[config.mk]
export PLATFORM = sky130hd
export DESIGN_NAME = ball_motion_sequencer
export DESIGN_NICKNAME = d
export VERILOG_FILES = /design/src/rtl/ball_motion_sequencer.sv
export SDC_FILE = /design/constraint.sdc
export NUM_CORES = 1
export LEC_CHECK = 0
export ABC_AREA = 1
export CAP_MARGIN = 20
export CORE_MARGIN = 3
export CORE_UTILIZATION = 45
export CTS_CLUSTER_DIAMETER = 60
export DETAILED_ROUTE_END_ITERATION = 8
export SYNTH_ARGS = -nofsm -noshare
export SYNTH_HDL_FRONTEND = slang
export SYNTH_SLANG_ARGS = --single-unit
[constraint.sdc]
create_clock -name clk_50mhz -period 19.1 [get_ports clk_50mhz]
set_clock_uncertainty 0.1 [all_clocks]
set_input_delay 3.82 -clock clk_50mhz [delete_from_list [all_inputs] [get_ports clk_50mhz]]
set_output_delay 3.82 -clock clk_50mhz [all_outputs]
set_load 0.005 [all_outputs]
[src/rtl/ball_motion_sequencer.sv]
// Per-frame position/velocity sequencer for the metaball renderer; one shared adder updates one axis per cycle.
// Optional velocity saturation to [-VMAX, +VMAX] is enabled by defining BALL_SEQ_VCLAMP_EN.
module ball_motion_sequencer #(
  parameter int N_BALLS       = 4,
  parameter int SCREEN_WIDTH  = 800,
  parameter int SCREEN_HEIGHT = 600,
  parameter int BALL_SIZE     = 128,
  parameter int VMAX          = 31
) (
  input  logic       clk_50mhz,
  input  logic       reset,
  input  logic       v_sync,
  input  logic       freeze,
  input  logic [2:0] sel,
  output logic [9:0] ball_x,
  output logic [9:0] ball_y,
  output logic       busy,
  output logic       frame_done
);

  localparam logic [1:0] IDLE  = 2'd0;
  localparam logic [1:0] UPD_X = 2'd1;
  localparam logic [1:0] UPD_Y = 2'd2;
  localparam logic [1:0] DONE  = 2'd3;

  localparam logic [11:0] CX = 12'(((SCREEN_WIDTH - BALL_SIZE) / 2) << 2);
  localparam logic [11:0] CY = 12'(((SCREEN_HEIGHT - BALL_SIZE) / 2) << 2);
  localparam logic [2:0]  K_LAST = 3'(N_BALLS - 1);

  logic [1:0]  state;
  logic [2:0]  k;
  logic        vs_q;
  logic        start;
  logic [11:0] pos_x [N_BALLS];
  logic [11:0] pos_y [N_BALLS];
  logic [9:0]  vel_x [N_BALLS];
  logic [9:0]  vel_y [N_BALLS];

  logic [11:0] cur_pos;
  logic [9:0]  cur_vel;
  logic [11:0] next_pos;
  logic [11:0] center;
  logic        toward;
  logic [9:0]  vel_new;

  assign start      = vs_q && !v_sync && (state == IDLE) && !freeze;
  assign busy       = (state == UPD_X) || (state == UPD_Y);
  assign frame_done = (state == DONE);

  // Shared datapath: select the axis of ball k being updated this cycle.
  always_comb begin
    cur_pos = '0;
    cur_vel = '0;
    for (int i = 0; i < N_BALLS; i++) begin
      if (k == 3'(i)) begin
        cur_pos = (state == UPD_Y) ? pos_y[i] : pos_x[i];
        cur_vel = (state == UPD_Y) ? vel_y[i] : vel_x[i];
      end
    end
  end

  assign center   = (state == UPD_Y) ? CY : CX;
  assign next_pos = cur_pos + {{2{cur_vel[9]}}, cur_vel};
  assign toward   = next_pos < center;

`ifdef BALL_SEQ_VCLAMP_EN
  localparam logic signed [10:0] VMAX_S = 11'(VMAX);
  logic signed [10:0] vel_step;
  logic signed [10:0] vel_sum;

  always_comb begin
    vel_step = toward ? 11'sd1 : -11'sd1;
    vel_sum  = $signed({cur_vel[9], cur_vel}) + vel_step;
    if (vel_sum > VMAX_S) begin
      vel_new = VMAX_S[9:0];
    end else if (vel_sum < -VMAX_S) begin
      vel_new = 10'(-VMAX_S);
    end else begin
      vel_new = vel_sum[9:0];
    end
  end
`else
  localparam int unused_vmax = VMAX;
  assign vel_new = cur_vel + (toward ? 10'd1 : 10'h3FF);
`endif

  // Sequencer and per-ball state; reset reloads the evenly spread start grid.
  always_ff @(posedge clk_50mhz) begin
    if (reset) begin
      state <= IDLE;
      k     <= '0;
      vs_q  <= 1'b1;
      for (int i = 0; i < N_BALLS; i++) begin
        pos_x[i] <= 12'(((SCREEN_WIDTH - BALL_SIZE) * (i + 1) / (N_BALLS + 1)) << 2);
        pos_y[i] <= 12'(((SCREEN_HEIGHT - BALL_SIZE) * (N_BALLS - i) / (N_BALLS + 1)) << 2);
        vel_x[i] <= '0;
        vel_y[i] <= '0;
      end
    end else begin
      vs_q <= v_sync;
      case (state)
        IDLE: begin
          if (start) begin
            state <= UPD_X;
            k     <= '0;
          end
        end
        UPD_X: state <= UPD_Y;
        UPD_Y: begin
          if (k < K_LAST) begin
            state <= UPD_X;
            k     <= k + 3'd1;
          end else begin
            state <= DONE;
          end
        end
        default: state <= IDLE;
      endcase
      for (int i = 0; i < N_BALLS; i++) begin
        if (k == 3'(i) && state == UPD_X) begin
          pos_x[i] <= next_pos;
          vel_x[i] <= vel_new;
        end
        if (k == 3'(i) && state == UPD_Y) begin
          pos_y[i] <= next_pos;
          vel_y[i] <= vel_new;
        end
      end
    end
  end

  // Pixel-path read port; unpopulated ball slots read as zero.
  always_comb begin
    ball_x = '0;
    ball_y = '0;
    for (int i = 0; i < N_BALLS; i++) begin
      if (sel == 3'(i)) begin
        ball_x = pos_x[i][11:2];
        ball_y = pos_y[i][11:2];
      end
    end
  end

endmodule

==> out/metrics.cfg, run 1 <==
[timing]
slew_violations = 0
final.setup.tns_ns = 0
max_freq_ghz = 0.09940
finalCritPeriodShare_pct = 52.67
tightest_slew_ns = 0.9925
setup_violations = 0
layout_min_cycle_time_ns = 10.06
hold_viol = 0
holdWs_ns = 0.4411
relSlewSlack_pct = 33.61
rsz0062_at_grt = no

[layout]
fin_cells = 1352
area_delta_synth_final_pct = 12.28
fin_nets = 1105
layout-drive-gt1-share_pct = 7.892
final_core_util_pct = 51.81
antennaDiodeCount = 0
final.fill_count = 1964

[floorplanning]
initial_core_util_pct = 46.14
die_x_um = 153.5
die_area_um2 = 23570
fp.coreArea_um2 = 21220
io_pins = 29
dieHeight_um = 153.5
core.rowCount = 53

[hold_path]
hold_class = flip-flop to flip-flop

[grt]
grt_pass1_wl_um = 43320
grt_max_degree = 54
grt-ovfl-total = 0
antenna_found_initial = 0
grt_pass1_vias = 7377
track_usage_pct = 24.00

[route]
drt-total-wl_um = 28100
ant_nets = 0
drc = 0
vias_per_cell = 5.654
vias = 7644
drtIter0Drc = 710
wl_per_cell_um = 20.78
drt_pass1_iterations = 5

[placed_design]
place_hpwl_um = 19190
placed_cells = 1318
place.gp.congestion = 0.9282
port-buffer-count = 28

[yosys]
synth_top_family_by_area = simple AND/OR/NAND/NOR gates
synth-edff-count = 176
synth_xor_xnor_area_share_pct = 1.137
synth_flop_cell = edfxtp_1
synthAdderAreaFrac_pct = 4.498
avgSynthCellArea_um2 = 9.326
synth-simple-area-share_pct = 19.24
synthArstFlopShare_pct = 0
mappedNetlistArea_um2 = 9792
netlist-cell-type-count = 50
synth_nets = 1091
synth-compound-area-share_pct = 11.41
syn-instance-count = 1050
yosys_register_bits = 182
synth_warnings = 0
muxShareOfSynthArea_pct = 1.942
ys_seq_area_share_pct = 55.20

[cts]
cts_setup_buffers = 0
cts-resized-gates = 0
clk_latency_ns = 0.44
numCtsBuffers = 17
cts_root_buffer = clkbuf_16
clockBufferDepth = 2
h-tree-depth = 4
clk_pin_slew_ns = 0.07
cts_tree = yes
cts_sinks = 182
cts_hold_buf = 0

[worst_setup_path]
arrival_ns = 6.14
criticalPathCategory = input port to output port
end_kind = output port
cp.required_ns = 15.18
path_max_fanout = 20
start_kind = input port

[outcome]
status = finished, final reports clean

[job]
drv_cap = 0

[metal layers]
| layer | wire length [um] | global-route usage (%) | vias up | share of wire (%) |
|---|---|---|---|---|
| met3 | 1527 | 3.518 | 59 | 5.4 |
| li1 | - | - | 3612 | - |
| met4 | 1002 | 10.64 | 0 | 3.6 |
| met1 | 11510 | 31.02 | 3698 | 41 |
| met5 | 0 | 0 | - | 0 |
| met2 | 14060 | 40.34 | 275 | 50 |
[stage by stage]
| stage | setup WS (ns) | instance area, um2 |
|---|---|---|
| 2_1_floorplan | 10.37 | 9792 |
| 3_3_place_gp | 9.110 | 10320 |
| 3_5_place_dp | 9.100 | 10340 |
| 4_1_cts | 9.068 | 10970 |
| 5_1_grt | 8.862 | 10990 |
| 6_report | 9.039 | 10990 |
[sequential cells by signal, indices dropped and copies added, names as in the netlist]
register	flops
k	3
pos_x	48
pos_y	48
state	2
vel_x	40
vel_y	40
vs_q	1
[worst max-delay path: stages]
cell and delay (ns):
clkdlybuf4s50_1 0.45, inv_1 0.11, nand3_1 0.58, o22ai_1 0.40, a21oi_1 0.06, o21ai_0 0.15, clkdlybuf4s50_1 0.57
[synth_stat cells, types with 3 or more instances]
library cell	count	area, um2
inv_1	101	379.1
nand2_1	191	716.9
xnor2_1	4	35.03
nand3_2	5	50.05
nor3_1	11	55.05
o21ai_0	54	270.3
o221ai_1	11	96.34
a31oi_1	3	18.77
nand2_2	6	37.54
nor2_1	191	716.9
buf_1	8	30.03
a21oi_1	60	300.3
buf_2	10	50.05
dfxtp_1	6	120.1
nand3_1	34	170.2
edfxtp_1	176	5285
a211oi_1	3	22.52
or2_2	3	18.77
o22ai_1	40	250.2
buf_6	3	33.78
mux2i_1	19	190.2
clkinv_1	7	26.28
ha_1	32	400.4
inv_2	3	11.26
o211ai_1	4	30.03
xor2_1	5	43.79
nand2_4	3	33.78
clkbuf_1	27	101.4
[final timing paths]
check,slack (ns),cells past startpoint,end,start
worst min-delay path,0.44,2,k[2],k[2]
worst max register to register,10.95,33,vel_y[0][8],state[0]
worst min register to register,0.44,2,k[2],k[2]
worst max-delay path,9.04,7,ball_y[1],sel[2]
[cell families after synthesis]
group	count (synthesis)
AO/OA/AOI/OAI	189
XOR/XNOR	11
adder cells (fa/ha/maj)	34
buffers and inverters	161
flip-flops	182
multiplexers	19
AND/OR/NAND/NOR	454
[cell usage in the layout, fill, tap and decap left out, types with 7 or more instances in the layout]
master | netlist | layout
clkbuf_16 | 0 | 17
clkinv_1 | 7 | 7
nor3_1 | 11 | 10
o22ai_1 | 40 | 40
inv_1 | 101 | 101
nor2_1 | 191 | 191
o221ai_1 | 11 | 11
ha_1 | 32 | 31
clkdlybuf4s50_1 | 0 | 28
nand2_1 | 191 | 191
buf_4 | 0 | 13
a21oi_1 | 60 | 60
nand3_1 | 34 | 34
mux2i_1 | 19 | 19
edfxtp_1 | 176 | 176
o21ai_0 | 54 | 48
[cell type report]
cell class | count | area, um2 | area share [%]
Clock buffer | 19 | 442.9 | 4.029
Clock inverter | 13 | 192.7 | 1.753
Inverter | 112 | 422.9 | 3.847
Multi-Input combinational cell | 707 | 3774 | 34.32
Sequential cell | 182 | 5405 | 49.16
Tap cell | 275 | 344.1 | 3.130
Timing Repair Buffer | 44 | 412.9 | 3.756
Power of run 1 is not shown: default switching activity piles up to over one toggle a cycle in this logic, so the estimate is an artifact.
==> run 2: changes to the inputs <==
Clock period 19.1 ns to 9.69 ns, I/O delays scaled along.
==> run 2 against run 1 <==
Clock-buffer cell count is 2 lower. Final cell count is 0.22% lower. Sequential share of layout area is 0.19 points higher. First-iteration DRC count is 7.2% lower. Worst setup slack worse by 6.9 ns. Non-clock buffer count is 3 lower. Largest cell class unchanged. Highest routed layer unchanged.
==> out/metrics.cfg, run 2 (same netlist as run 1, synthesis figures left out) <==
[outcome]
status = finished, final reports clean

[grt]
grt_pass1_vias = 7336  ; -0.56%
track_usage_pct = 23.34  ; -0.66 points
grt-ovfl-total = 0  ; unchanged
antenna_found_initial = 0  ; unchanged
grt_pass1_wl_um = 42250  ; -2.5%
grt_max_degree = 45  ; -17%

[cts]
clk_pin_slew_ns = 0.07  ; about the same
cts_setup_buffers = 0  ; unchanged
cts_tree = yes
clk_latency_ns = 0.43  ; about the same
cts_sinks = 182  ; unchanged
h-tree-depth = 4  ; unchanged
cts_root_buffer = clkbuf_16
numCtsBuffers = 17  ; unchanged
clockBufferDepth = 2  ; unchanged
cts_hold_buf = 0  ; unchanged
cts-resized-gates = 0  ; unchanged

[timing]
tightest_slew_ns = 0.9857  ; -0.006849 ns
final.setup.tns_ns = 0  ; unchanged
finalCritPeriodShare_pct = 78.39
rsz0062_at_grt = no
max_freq_ghz = 0.1317
slew_violations = 0  ; unchanged
setup_violations = 0  ; unchanged
layout_min_cycle_time_ns = 7.596
relSlewSlack_pct = 34.22  ; +0.61 points
hold_viol = 0  ; unchanged

[placed_design]
place.gp.congestion = 0.8920  ; -3.9%
place_hpwl_um = 18570  ; -3.2%
port-buffer-count = 28  ; unchanged

[floorplanning]
core.rowCount = 53  ; unchanged
dieHeight_um = 153.5  ; unchanged
die_x_um = 153.5  ; unchanged
io_pins = 29  ; unchanged
fp.coreArea_um2 = 21220  ; unchanged
initial_core_util_pct = 46.14  ; unchanged
die_area_um2 = 23570  ; unchanged

[worst_setup_path]
end_kind = flip-flop
r2r_start = state[0]
slowest_delay_ns = 0.68  ; +0.10 ns
cp_common_cell = nand2_1
cp_slowest_cell = ha_2
cp.required_ns = 9.74  ; -5.44 ns
r2r_cells = 32  ; -3.0%
criticalPathCategory = flip-flop to flip-flop
reg2reg_slack_ns = 2.09  ; -8.86 ns
r2r_end = vel_y[0][8]
arrival_ns = 7.65  ; +1.51 ns
start_kind = flip-flop
path_max_fanout = 31  ; +55%

[layout]
antennaDiodeCount = 0  ; unchanged
area_delta_synth_final_pct = 11.86
fin_nets = 1102  ; -0.27%
final_cell_mix = nor2_1, nand2_1, edfxtp_1
layout-drive-gt1-share_pct = 7.728  ; -0.16 points
final.fill_count = 1936  ; -1.4%
reg_top3 = pos_x: 48 flops, pos_y: 48 flops

[route]
drt_pass1_iterations = 6  ; +1
vias_per_cell = 5.627  ; -0.47%
ant_nets = 0  ; unchanged
wl_per_cell_um = 20.52  ; -1.3%
drt-total-wl_um = 27690  ; -1.5%
drc = 0  ; unchanged
vias = 7591  ; -0.69%
drtIter0Drc = 659  ; -7.2%

[job]
drv_cap = 0  ; unchanged

[hold_path]
holdPathEnd = k[2]
hold_class = flip-flop to flip-flop
hold_start = k[2]
whs_path_depth = 2  ; unchanged

-- run 2: stage by stage --
| step | worst slack [ns] | std cells | area (um2) | hold WS [ns] | utilization (%) |
|---|---|---|---|---|---|
| after floorplan | 3.484 | 1050 | 9792 | 0.3917 | - |
| final | 2.094 | 1349 | 10950 | 0.4493 | 51.62 |
| after CTS | 2.180 | 1348 | 10940 | 0.4532 | 51.54 |
| after detailed placement | 2.229 | 1316 | 10350 | 0.4410 | 48.78 |
| after global placement | 2.356 | 1315 | 10320 | 0.4367 | 48.65 |
| after global routing | 1.430 | 1349 | 10950 | 0.4708 | 51.62 |
-- run 2: worst max-delay path by stage --
| stage | from | endpoint | slack, ns | cells past startpoint |
|---|---|---|---|---|
| 2_1_floorplan | state[0] | vel_x[0][8] | 3.48 | 35 |
| 6_report | state[0] | vel_y[0][8] | 2.09 | 32 |
| 3_5_place_dp | state[0] | vel_y[0][8] | 2.23 | 32 |
| 4_1_cts | state[0] | vel_y[0][8] | 2.18 | 32 |
| 5_1_grt | k[1] | vel_y[0][8] | 1.43 | 35 |
| 3_3_place_gp | state[0] | vel_y[0][8] | 2.36 | 31 |
-- run 2: layout make-up --
| type | count | area [um2] | share of cell area [%] |
|---|---|---|---|
| clock inverters | 15 | 161.4 | 1.474 |
| inverters | 112 | 422.9 | 3.861 |
| well taps | 275 | 344.1 | 3.141 |
| clock buffers | 17 | 425.4 | 3.884 |
| flip-flops and latches | 182 | 5405 | 49.35 |
| multi-input cells | 707 | 3789 | 34.59 |
| repair buffers | 41 | 405.4 | 3.701 |
-- run 2: worst max-delay path, delay by kind of cell (launching register included) --
kind                     cells  cell delay, ns
AND/OR/NAND/NOR             13            1.22
XOR/XNOR                     2            1.06
flip-flops                   1            0.35
adder cells (fa/ha/maj)      5            2.21
buffers and inverters        4            0.70
AO/OA/AOI/OAI                8            1.64
-- run 2: metal layers --
metal	GRT usage [%]	routed length, um	up-vias
li1	-	-	3612
met1	30.64	11470	3663
met2	39.38	13680	267
met3	3.715	1647	49
met4	8.495	891	0
met5	0	0	-
Power of run 2 is left out for the same reason.
==> run 3: changes to the inputs <==
Clock period 9.69 ns to 6.8 ns, I/O delays scaled along.
==> run 3 against run 2 <==
Worst setup slack got worse by 1.5 ns. Global-route usage fell by 0.099 points. Sequential share of layout area fell by 0.65 points. Design area rose by 1.3%. Via count fell by 0.95%. First-iteration DRC count rose by 5.0%. Die area did not move. Largest cell class unchanged.
==> out/metrics.cfg, run 3 (same netlist as run 1, synthesis figures left out) <==
[outcome]
status = finished, final reports clean

[cts]
cts_root_buffer = clkbuf_16
cts_hold_buf = 0  ; unchanged
clk_latency_ns = 0.43  ; about the same
cts_tree = yes
clockBufferDepth = 2  ; unchanged
numCtsBuffers = 17  ; unchanged
h-tree-depth = 4  ; unchanged
clk_pin_slew_ns = 0.07  ; about the same
cts_sinks = 182  ; unchanged

[worst_setup_path]
r2r_start = state[0]
cp_slowest_cell = fa_1
timing.critical_path.buf_inv = 3  ; -1
reg2reg_slack_ns = 0.57  ; -1.52 ns
crit_cells = 32  ; unchanged
arrival_ns = 6.28  ; -1.37 ns
start_kind = flip-flop
r2r_cells = 32  ; unchanged
cp-endpoint = vel_x[0][9]
cp.required_ns = 6.85  ; -2.89 ns
slowest_delay_ns = 0.44  ; -0.24 ns
r2r_end = vel_x[0][9]
path_max_fanout = 17  ; -45%
end_kind = flip-flop
criticalPathCategory = flip-flop to flip-flop
cp_top_family = simple AND/OR/NAND/NOR gates
startpoint = state[0]
cp_common_cell = nand2_1

[grt]
track_usage_pct = 23.24  ; -0.099 points
grt_pass1_vias = 7616  ; +3.8%
grt_pass1_wl_um = 42500  ; +0.59%
grt-ovfl-total = 0  ; unchanged
grt_max_degree = 44  ; -2.2%
antenna_found_initial = 0  ; unchanged

[placed_design]
place_hpwl_um = 18830  ; +1.4%
placed_cells = 1329  ; +0.99%
place.gp.congestion = 0.9533  ; +6.9%
port-buffer-count = 28  ; unchanged

[timing]
slew_violations = 0  ; unchanged
tightest_slew_ns = 1.067  ; +0.08086 ns
setup_violations = 0  ; unchanged
max_freq_ghz = 0.1606  ; +22%
layout_min_cycle_time_ns = 6.226  ; -1.369 ns
relSlewSlack_pct = 28.73  ; -5.5 points
rsz0062_at_grt = no
final.setup.tns_ns = 0  ; unchanged
finalCritPeriodShare_pct = 91.56  ; +13 points
hold_viol = 0  ; unchanged

[layout]
fin_nets = 1117  ; +1.4%
final_cell_mix = nor2_1, nand2_1, edfxtp_1
final.fill_count = 1971  ; +1.8%
antennaDiodeCount = 0  ; unchanged
layout-drive-gt1-share_pct = 9.366  ; +1.6 points
reg_top3 = pos_x: 48 flops, pos_y: 48 flops
fin_cells = 1364  ; +1.1%
area_delta_synth_final_pct = 13.35

[route]
ant_nets = 0  ; unchanged
drc = 0  ; unchanged
drtIter0Drc = 692  ; +5.0%
vias = 7519  ; -0.95%
drt_pass1_iterations = 8  ; +2
vias_per_cell = 5.512  ; -2.0%
wl_per_cell_um = 19.65  ; -4.3%
drt-total-wl_um = 26800  ; -3.2%

[floorplanning]
fp.coreArea_um2 = 21220  ; unchanged
die_area_um2 = 23570  ; unchanged
initial_core_util_pct = 46.14  ; unchanged
dieHeight_um = 153.5  ; unchanged
die_x_um = 153.5  ; unchanged
core.rowCount = 53  ; unchanged
io_pins = 29  ; unchanged

[job]
drv_cap = 0  ; unchanged

[hold_path]
hold_class = flip-flop to flip-flop

-- run 3: cell types whose count changed in the layout (fill, tap and decap cells not counted), sizes merged --
| cell | previous run | this run |
|---|---|---|
| bufinv | 1 | 2 |
| buf | 13 | 28 |
| clkinv | 11 | 12 |
| inv | 114 | 106 |
| clkbuf | 17 | 19 |
| clkinvlp | 1 | 5 |
-- run 3: worst min-delay path, cell delays in order (launching register included) --
cell and delay (ns):
dfxtp_1 0.35, nand2_1 0.08, a31oi_1 0.07
-- run 3: per-stage QoR --
stage          util, %  cell area [um2]  hold slack, ns  setup slack, ns
4_1_cts          52.01            11040          0.4459           0.3794
2_1_floorplan        -             9792          0.3917           0.5945
6_report         52.31            11100          0.4474           0.5736
3_3_place_gp     49.10            10420          0.4315           0.5309
3_5_place_dp     49.23            10450          0.4451           0.4197
5_1_grt          52.31            11100          0.4947          0.01899
-- run 3: cell type report --
type                       instances  area, um2  area share (%)
clock buffer                      19      442.9           3.991
sequential                       182       5405           48.70
clock inverter                    13      147.6           1.330
timing repair buffer              56      523.0           4.712
tap                              275      344.1           3.100
inverter                         112      430.4           3.878
multi-input combinational        707       3806           34.29
-- run 3: timing repair --
action                                  CTS  global route
endpoints found under the hold margin     0             0
buffers inserted                          0             3
resized for setup                         0             9
endpoints found under the setup margin    0            40
-- run 3: metal layers --
layer | wire length (um) | vias up | track usage (%)
li1 | - | 3635 | -
met1 | 11190 | 3586 | 30.13
met2 | 13500 | 251 | 40.17
met3 | 1418 | 47 | 3.040
met4 | 692 | 0 | 8.368
met5 | 0 | - | 0
-- run 3: worst min path at each step --
stage / depth (start not counted) / to / from
2_1_floorplan: 2 / k[2] / k[2]
3_3_place_gp: 2 / state[1] / state[0]
3_5_place_dp: 2 / state[1] / state[0]
4_1_cts: 2 / state[1] / state[0]
5_1_grt: 2 / k[2] / k[2]
6_report: 2 / state[1] / state[0]
Power of run 3 is left out for the same reason.
